===== config.mk =====
export PLATFORM = sky130hd
export DESIGN_NAME = fetch_stage
export DESIGN_NICKNAME = d
export VERILOG_FILES = /design/src/rtl/fetch_stage.sv
export SDC_FILE = /design/constraint.sdc
export NUM_CORES = 1
export LEC_CHECK = 0
export CAP_MARGIN = 20
export CORE_MARGIN = 2
export CORE_UTILIZATION = 59
export CTS_CLUSTER_DIAMETER = 100
export DETAILED_ROUTE_END_ITERATION = 8
export PLACE_DENSITY = 0.86
export SLEW_MARGIN = 20
export SYNTH_ARGS = -nofsm -noshare
export SYNTH_HDL_FRONTEND = slang
export SYNTH_SLANG_ARGS = --single-unit

===== constraint.sdc =====
create_clock -name clk -period 4.2 [get_ports clk]
set_input_delay 0.84 -clock clk [delete_from_list [all_inputs] [get_ports clk]]
set_output_delay 0.84 -clock clk [all_outputs]
set_load 0.01 [all_outputs]

===== src/rtl/fetch_stage.sv =====
`default_nettype none
// ============================================================================
// Module      : fetch_stage
// Description : Instruction-fetch stage and IF/ID pipeline register of a
//               5-stage MIPS pipeline. Owns PC_F, runs a single-outstanding
//               instruction-memory handshake with wait states, redirects on
//               branch/jump resolved in decode and inserts bubbles.
// Revision    : 1.0 - initial release
// ============================================================================
module fetch_stage #(
  parameter logic [31:0] RESET_PC = 32'h0000_0000
) (
  input  logic        clk,
  input  logic        rst,
  input  logic        Stall_F,
  input  logic        Stall_D,
  input  logic        PCSrc_D,
  input  logic        Jump_D,
  output logic        inst_req,
  output logic [31:0] inst_addr,
  input  logic [31:0] inst_rdata,
  input  logic        inst_ready,
  output logic [31:0] Instr_D,
  output logic [31:0] PCPlus4_D,
  output logic        Valid_D
);

  // FETCH  : request outstanding at PC_F
  // HOLD   : word returned while fetch was stalled, parked in hold_buf
  // DISCARD: finishing a request made obsolete by a redirect
  typedef enum logic [1:0] {
    FETCH   = 2'd0,
    HOLD    = 2'd1,
    DISCARD = 2'd2
  } state_t;

  state_t      state;
  logic [31:0] pc_f;
  logic [31:0] hold_buf;
  logic [31:0] daddr;

  logic        stall_f_eff;
  logic        redirect;
  logic [31:0] branch_off;
  logic [31:0] target;
  logic [31:0] pc_plus4;
  logic        deliver;
  logic [31:0] deliver_word;

  // A stalled decode stage must also freeze fetch, otherwise a word is lost.
  assign stall_f_eff = Stall_F | Stall_D;
  assign redirect    = (PCSrc_D | Jump_D) & ~Stall_D;
  assign branch_off  = {{14{Instr_D[15]}}, Instr_D[15:0], 2'b00};
  // Jump wins over branch when both are flagged.
  assign target      = Jump_D ? {PCPlus4_D[31:28], Instr_D[25:0], 2'b00}
                              : PCPlus4_D + branch_off;
  assign pc_plus4    = pc_f + 32'd4;

  // The request stays up in DISCARD so the orphaned access can complete.
  assign inst_req  = (state != HOLD);
  assign inst_addr = (state == DISCARD) ? daddr : pc_f;

  // Decide whether a word moves into IF/ID this cycle, and which word.
  always_comb begin
    deliver      = 1'b0;
    deliver_word = inst_rdata;
    case (state)
      FETCH: begin
        deliver = inst_ready & ~redirect & ~stall_f_eff;
      end
      HOLD: begin
        deliver      = ~redirect & ~stall_f_eff;
        deliver_word = hold_buf;
      end
      default: begin
        deliver = 1'b0;
      end
    endcase
  end

  // Fetch FSM, PC update and IF/ID register.
  always_ff @(posedge clk) begin
    if (rst) begin
      state     <= FETCH;
      pc_f      <= RESET_PC;
      hold_buf  <= 32'd0;
      daddr     <= 32'd0;
      Instr_D   <= 32'd0;
      PCPlus4_D <= 32'd0;
      Valid_D   <= 1'b0;
    end else begin
      case (state)
        FETCH: begin
          if (inst_ready) begin
            if (redirect) begin
              pc_f <= target;
            end else if (stall_f_eff) begin
              hold_buf <= inst_rdata;
              state    <= HOLD;
            end
          end else if (redirect) begin
            daddr <= pc_f;
            pc_f  <= target;
            state <= DISCARD;
          end
        end
        HOLD: begin
          if (redirect) begin
            pc_f  <= target;
            state <= FETCH;
          end else if (!stall_f_eff) begin
            state <= FETCH;
          end
        end
        DISCARD: begin
          if (redirect) begin
            pc_f <= target;
          end
          if (inst_ready) begin
            state <= FETCH;
          end
        end
        default: begin
          state <= FETCH;
        end
      endcase

      // deliver never coincides with redirect, so this cannot clash above.
      if (deliver) begin
        pc_f <= pc_plus4;
      end

      if (Stall_D) begin
        Instr_D   <= Instr_D;
        PCPlus4_D <= PCPlus4_D;
        Valid_D   <= Valid_D;
      end else if (deliver) begin
        Instr_D   <= deliver_word;
        PCPlus4_D <= pc_plus4;
        Valid_D   <= 1'b1;
      end else begin
        // Bubble: all-zero word decodes as sll $0,$0,0.
        Instr_D   <= 32'd0;
        PCPlus4_D <= 32'd0;
        Valid_D   <= 1'b0;
      end
    end
  end

endmodule
`default_nettype wire


Yosys cells after proc, flatten, opt, wreduce, memory -nomap -nowiden
Cells that the tools add are included.
{"block": "word_totals", "word_cells": 53, "ram_bits": 0, "reg_bits": 163, "out_inout_bits": 98, "latchBits": 0, "mem_count": 0, "romBits": 0, "inputBits": 39}
{"block": "op_classes", "muxes": 18, "n_reduce_logical": 8, "div_mod_pow": 0, "addsub": 2, "bitwise": 10, "n_shift": 0, "eq_ne": 8, "n_lt_le_gt_ge": 0, "multipliers": 0}
{"op": "$mux 32", "count": 8}
{"op": "$add 32x3->32 const B", "count": 1}
{"op": "$add 32x32->32", "count": 1}
{"op": "$mux 2", "count": 7}
{"op": "$ne 3x3->1 const B", "count": 4}
{"op": "$pmux 2 s3", "count": 1}
{"op": "$reduce_and 5->1", "count": 1}
{"op": "$and 1x1->1", "count": 4}
{"op": "$not 1->1", "count": 4}
{"op": "$reduce_and 4->1", "count": 1}
{"op": "$reduce_bool 2->1", "count": 2}
{"op": "$reduce_and 3->1", "count": 1}
{"op": "$reduce_or 3->1", "count": 1}
{"op": "$eq 2x1->1 const B", "count": 1}
{"op": "$eq 2x2->1 const B", "count": 1}
{"op": "$logic_not 2->1", "count": 1}
{"op": "$ne 2x1->1 const B", "count": 1}
{"op": "$ne 2x2->1 const B", "count": 1}
{"op": "$or 1x1->1", "count": 2}
{"op": "$pmux 1 s2", "count": 1}
{"op": "$reduce_and 2->1", "count": 1}
{"op": "$mux 1", "count": 1}

Depth between registers and ports, before layout
{"block": "logic_depth", "ltp_word": 8, "ltp_mapped": 11}

Least setup slack after synthesis
Ideal clock, no wire load.
{"block": "synth_timing", "path_kind": "register to register", "from": "register Instr_D[15]", "to": "register pc_f[26]", "required_ns": 4.068, "path_stages_with_launch": 12, "slack_ns": 1.418, "path_buffers": 1, "arrival_ns": 2.650, "cell_sequence": "dfxtp_1 > ha_1 > buf_2 > a21o_1 > or4_1 > o21ai_1 > a21o_1 > a31o_1 > nor2b_1 > xnor2_1 > a221oi_1 > nor3_1"}
{"block": "synth_via", "elab_chain_cells": 5}
{"element": "from (decl)", "line": "23", "rtl": "output logic [31:0] Instr_D,"}
{"element": "from (signal assigned)", "line": "134", "rtl": "Instr_D <= Instr_D;"}
{"element": "from (signal assigned)", "line": "138", "rtl": "Instr_D <= deliver_word;"}
{"element": "$add 32x32->32", "line": "56", "rtl": ": PCPlus4_D + branch_off;"}
{"element": "$mux 32", "line": "55", "rtl": "assign target = Jump_D ? {PCPlus4_D[31:28], Instr_D[25:0], 2'b00}"}
{"element": "$mux 32 (2 in a row)"}
{"element": "$mux 32", "line": "129", "rtl": "if (deliver) begin"}
{"element": "to (signal assigned)", "line": "96", "rtl": "pc_f <= target;"}
{"element": "to (signal assigned)", "line": "109", "rtl": "pc_f <= target;"}
{"element": "to (signal assigned)", "line": "117", "rtl": "pc_f <= target;"}
{"element": "to (decl)", "line": "38", "rtl": "logic [31:0] pc_f;"}
No other way between the ends. The select of a mux whose other input is x is not followed.
A chain may end at the register's enable or synchronous reset.

Worst setup path after layout
{"block": "layout_timing", "from": "register state[1]", "to": "output inst_addr[14]"}
{"block": "layout_via", "elab_chain_cells": 2}
{"element": "from (decl)", "line": "37", "rtl": "state_t state;"}
{"element": "from (signal assigned)", "line": "84", "rtl": "state <= FETCH;"}
{"element": "from (signal assigned)", "line": "99", "rtl": "state <= HOLD;"}
{"element": "from (signal assigned)", "line": "104", "rtl": "state <= DISCARD;"}
{"element": "$eq 2x2->1", "line": "61", "rtl": "assign inst_addr = (state == DISCARD) ? daddr : pc_f;"}
{"element": "$mux 32", "line": "61"}
{"element": "to (decl)", "line": "20", "rtl": "output logic [31:0] inst_addr,"}
No other way between the ends.

==> results.json <==
{
  "fmax_mhz": 302,
  "die_h_um": 128,
  "grt_pass1_wl_um": 42600,
  "layout.nets": 1385,
  "cts_max_level": 4,
  "io_pins": 137,
  "wl_met1_um": 10600,
  "drt_iter0_drc": 1083,
  "overflow": 0,
  "drt_wl_total_um": 26500,
  "initial_core_util_pct": 60.1,
  "synth_ff_type": "dfxtp_1",
  "port-buffer-count": 136,
  "dieWidth_um": 128,
  "num_vias": 9304,
  "grt_pass1_vias": 8700,
  "peakVddDrop_v": 0.000335,
  "post-route-period-util_pct": 78.9,
  "async_reset_ff_share_pct": 0,
  "path_max_fanout": 35,
  "whs_path_depth": 2,
  "worstMarginPinSlew_ns": 0.740,
  "cap_violations": 0,
  "met2_length_um": 12800,
  "antenna_found_initial": 0,
  "grt_max_degree": 63,
  "drive_gt1_share_pct": 7.45,
  "critPathKind": "reg -> out",
  "synth-seq-cells": 163,
  "r2r_cells": 11,
  "hpwlAfterDp_um": 18100,
  "path_cells": "nor2b_2 -> buf_4 -> mux2_2 -> clkdlybuf4s50_1",
  "synth-edff-count": 0,
  "cts_sinks": 163,
  "cp.required_ns": 3.36,
  "leakage_uw": 0.00417,
  "r2r-start": "Instr_D[15]",
  "cp-end-kind": "output pin",
  "critical-path-slowest-cell": "dfxtp_1",
  "status": "finished, final reports clean",
  "drt-pass1-iter-count": 5,
  "clock_path_buffers": 2,
  "netlist_instances": 1238,
  "cts_tree": "yes",
  "wl_per_cell_um": 17.5,
  "cts_made_buffers": 17,
  "drc_errors": 0,
  "period_needed_ns": 3.31,
  "grtUsageTotal_pct": 32.5,
  "final_antenna_net_count": 0,
  "cpPeakStageDelay_ns": 0.53,
  "setup_viol_count_final": 0,
  "hp-class": "reg -> reg",
  "ctsResizeCount": 0,
  "syn_to_final_growth_pct": 21.7,
  "gp_congestion": 0.971,
  "cp-start-kind": "flip-flop",
  "clkLatencyLatePin_ns": 0.43,
  "synth.distinct_cells": 65,
  "cts_root_buf": "clkbuf_16",
  "timing.slew.headroom_pct": 50.7,
  "slew_violations": 0,
  "floorplan.rows": 45,
  "synth_warnings": 0,
  "tns_ns": 0,
  "hold_ws_ns": 0.452,
  "post_synth.cell_area_avg_um2": 7.33,
  "hold_viol": 0,
  "cts_setup_buffers": 0,
  "p_per_area_nw_per_um2": 321,
  "syn-num-nets": 1308,
  "r2r-end": "pc_f[28]",
  "die_area_um2": 16400,
  "cts_hold_buf": 0,
  "finalClockSkew_ns": 0.00622,
  "antenna_cells": 0,
  "cp.arrival_ns": 2.47,
  "yosysSeqAreaShare_pct": 36.0,
  "rsz0062_at_grt": "no",
  "clkTransAtPathRegs_ns": 0.06,
  "syn_area_um2": 9070,
  "dr_wl_met3_um": 2000,
  "holdPathEnd": "daddr[3]",
  "highest_layer": "met4",
  "reg2reg_slack_ns": 1.20,
  "core-area_um2": 15100,
  "via_per_inst": 6.14,
  "worstHoldStart": "daddr[3]"
}
## Yosys cell counts, types with 3 or more instances
library cell  instances  area, um2
o31ai_1               5       37.5
nor3_1               27        135
nor2b_1               3       18.8
a31oi_1               5       31.3
buf_1                 6       22.5
inv_1                10       37.5
xnor2_1              26        228
nand3_1              35        175
and3_1                6       37.5
or2_2                 3       18.8
nand4_1              13       81.3
nor4b_1               3       26.3
dfxtp_1             163       3260
nor2_1              112        420
a211oi_1              4       30.0
o21bai_1              5       37.5
o211ai_1             11       82.6
nor3b_1               3       22.5
nand2_1             289       1080
nor4_1                5       31.3
a21o_1               19        143
o21a_1                6       45.0
buf_2                10       50.1
xor2_1               21        184
clkbuf_1             79        297
o21ai_0              37        185
a311oi_1              3       26.3
a22oi_1              20        150
o21ai_1               5       25.0
a21oi_1             193        966
a221oi_1              7       61.3
ha_1                 30        375
and2_1                3       18.8
mux2_2               30        338
or3_1                 5       31.3
## layer usage
metal	vias up	track usage [%]
met2	466	54.9
met3	78	6.84
met1	4300	40.2
met4	0	13.5
li1	4460	-
met5	-	0
## stage by stage
stage                     total power, uW  std cells  util (%)  worst slack (ns)  cell area [um2]
after global routing                 3660       1516      73.2             0.777            11000
final                                3550       1516      73.2             0.888            11000
after floorplan                      1840       1238         -              1.42             9070
after global placement               1960       1484      69.2             0.887            10400
after detailed placement             1970       1484      69.2             0.814            10400
after CTS                            3550       1516      73.2             0.871            11000
## area by class of cell
| class | count | area [um2] |
|---|---|---|
| well taps | 188 | 235 |
| flip-flops and latches | 163 | 3260 |
| clock buffers | 23 | 478 |
| multi-input cells | 970 | 5430 |
| fillers | 1194 | 4040 |
| inverters | 10 | 37.5 |
| repair buffers | 153 | 1480 |
| clock inverters | 9 | 128 |
## report_power, final
part           total (uW)  internal [uW]  switching [uW]
clock network        1610            979             626
logic                 328            128             200
registers            1620           1580            35.0
total                3550           2690             861
## cells by family (layout without fill, tap and decap cells)
group | count (synthesis) | count (layout) | synth area share [%]
AO/OA/AOI/OAI | 341 | 341 | 22.3
XOR/XNOR | 47 | 47 | 4.54
adder cells (fa/ha/maj) | 31 | 31 | 4.36
buffers and inverters | 105 | 195 | 4.48
flip-flops | 163 | 163 | 36.0
multiplexers | 31 | 31 | 3.83
AND/OR/NAND/NOR | 520 | 520 | 24.6
## worst max path at each step
| stage | end | cells after the start | slack (ns) | from |
|---|---|---|---|---|
| after floorplan | pc_f[26] | 11 | 1.42 | Instr_D[15] |
| after global placement | pc_f[23] | 9 | 0.89 | inst_ready |
| after detailed placement | pc_f[30] | 9 | 0.81 | PCSrc_D |
| after CTS | inst_addr[14] | 4 | 0.87 | state[1] |
| after global routing | inst_addr[14] | 4 | 0.78 | state[1] |
| final | inst_addr[14] | 4 | 0.89 | state[1] |
## critical path, delay by kind of cell, from the launching register on
family                 cells  cell delay, ns
buffers and inverters      2            0.88
muxes                      1            0.39
and+or+nand+nor            1            0.22
DFF                        1            0.53
## sequential cells by signal, summed over array words and instances (netlist names)
name / flops
daddr: 32
hold_buf: 32
Instr_D: 32
state: 2
Valid_D: 1
PCPlus4_D: 32
pc_f: 32
## cell usage in the layout, fill, tap and decap left out, types with 18 or more instances in the layout
| cell type | instances |
|---|---|
| nand2_1 | 289 |
| a21oi_1 | 193 |
| dfxtp_1 | 163 |
| clkdlybuf4s50_1 | 133 |
| nor2_1 | 112 |
| o21ai_0 | 37 |
| nand3_1 | 34 |
| mux2_2 | 30 |
| ha_1 | 30 |
| nor3_1 | 27 |
| xnor2_1 | 26 |
| xor2_1 | 21 |
| a22oi_1 | 20 |
| a21o_1 | 19 |
| buf_4 | 18 |
Power figures use the tool's default switching activity.
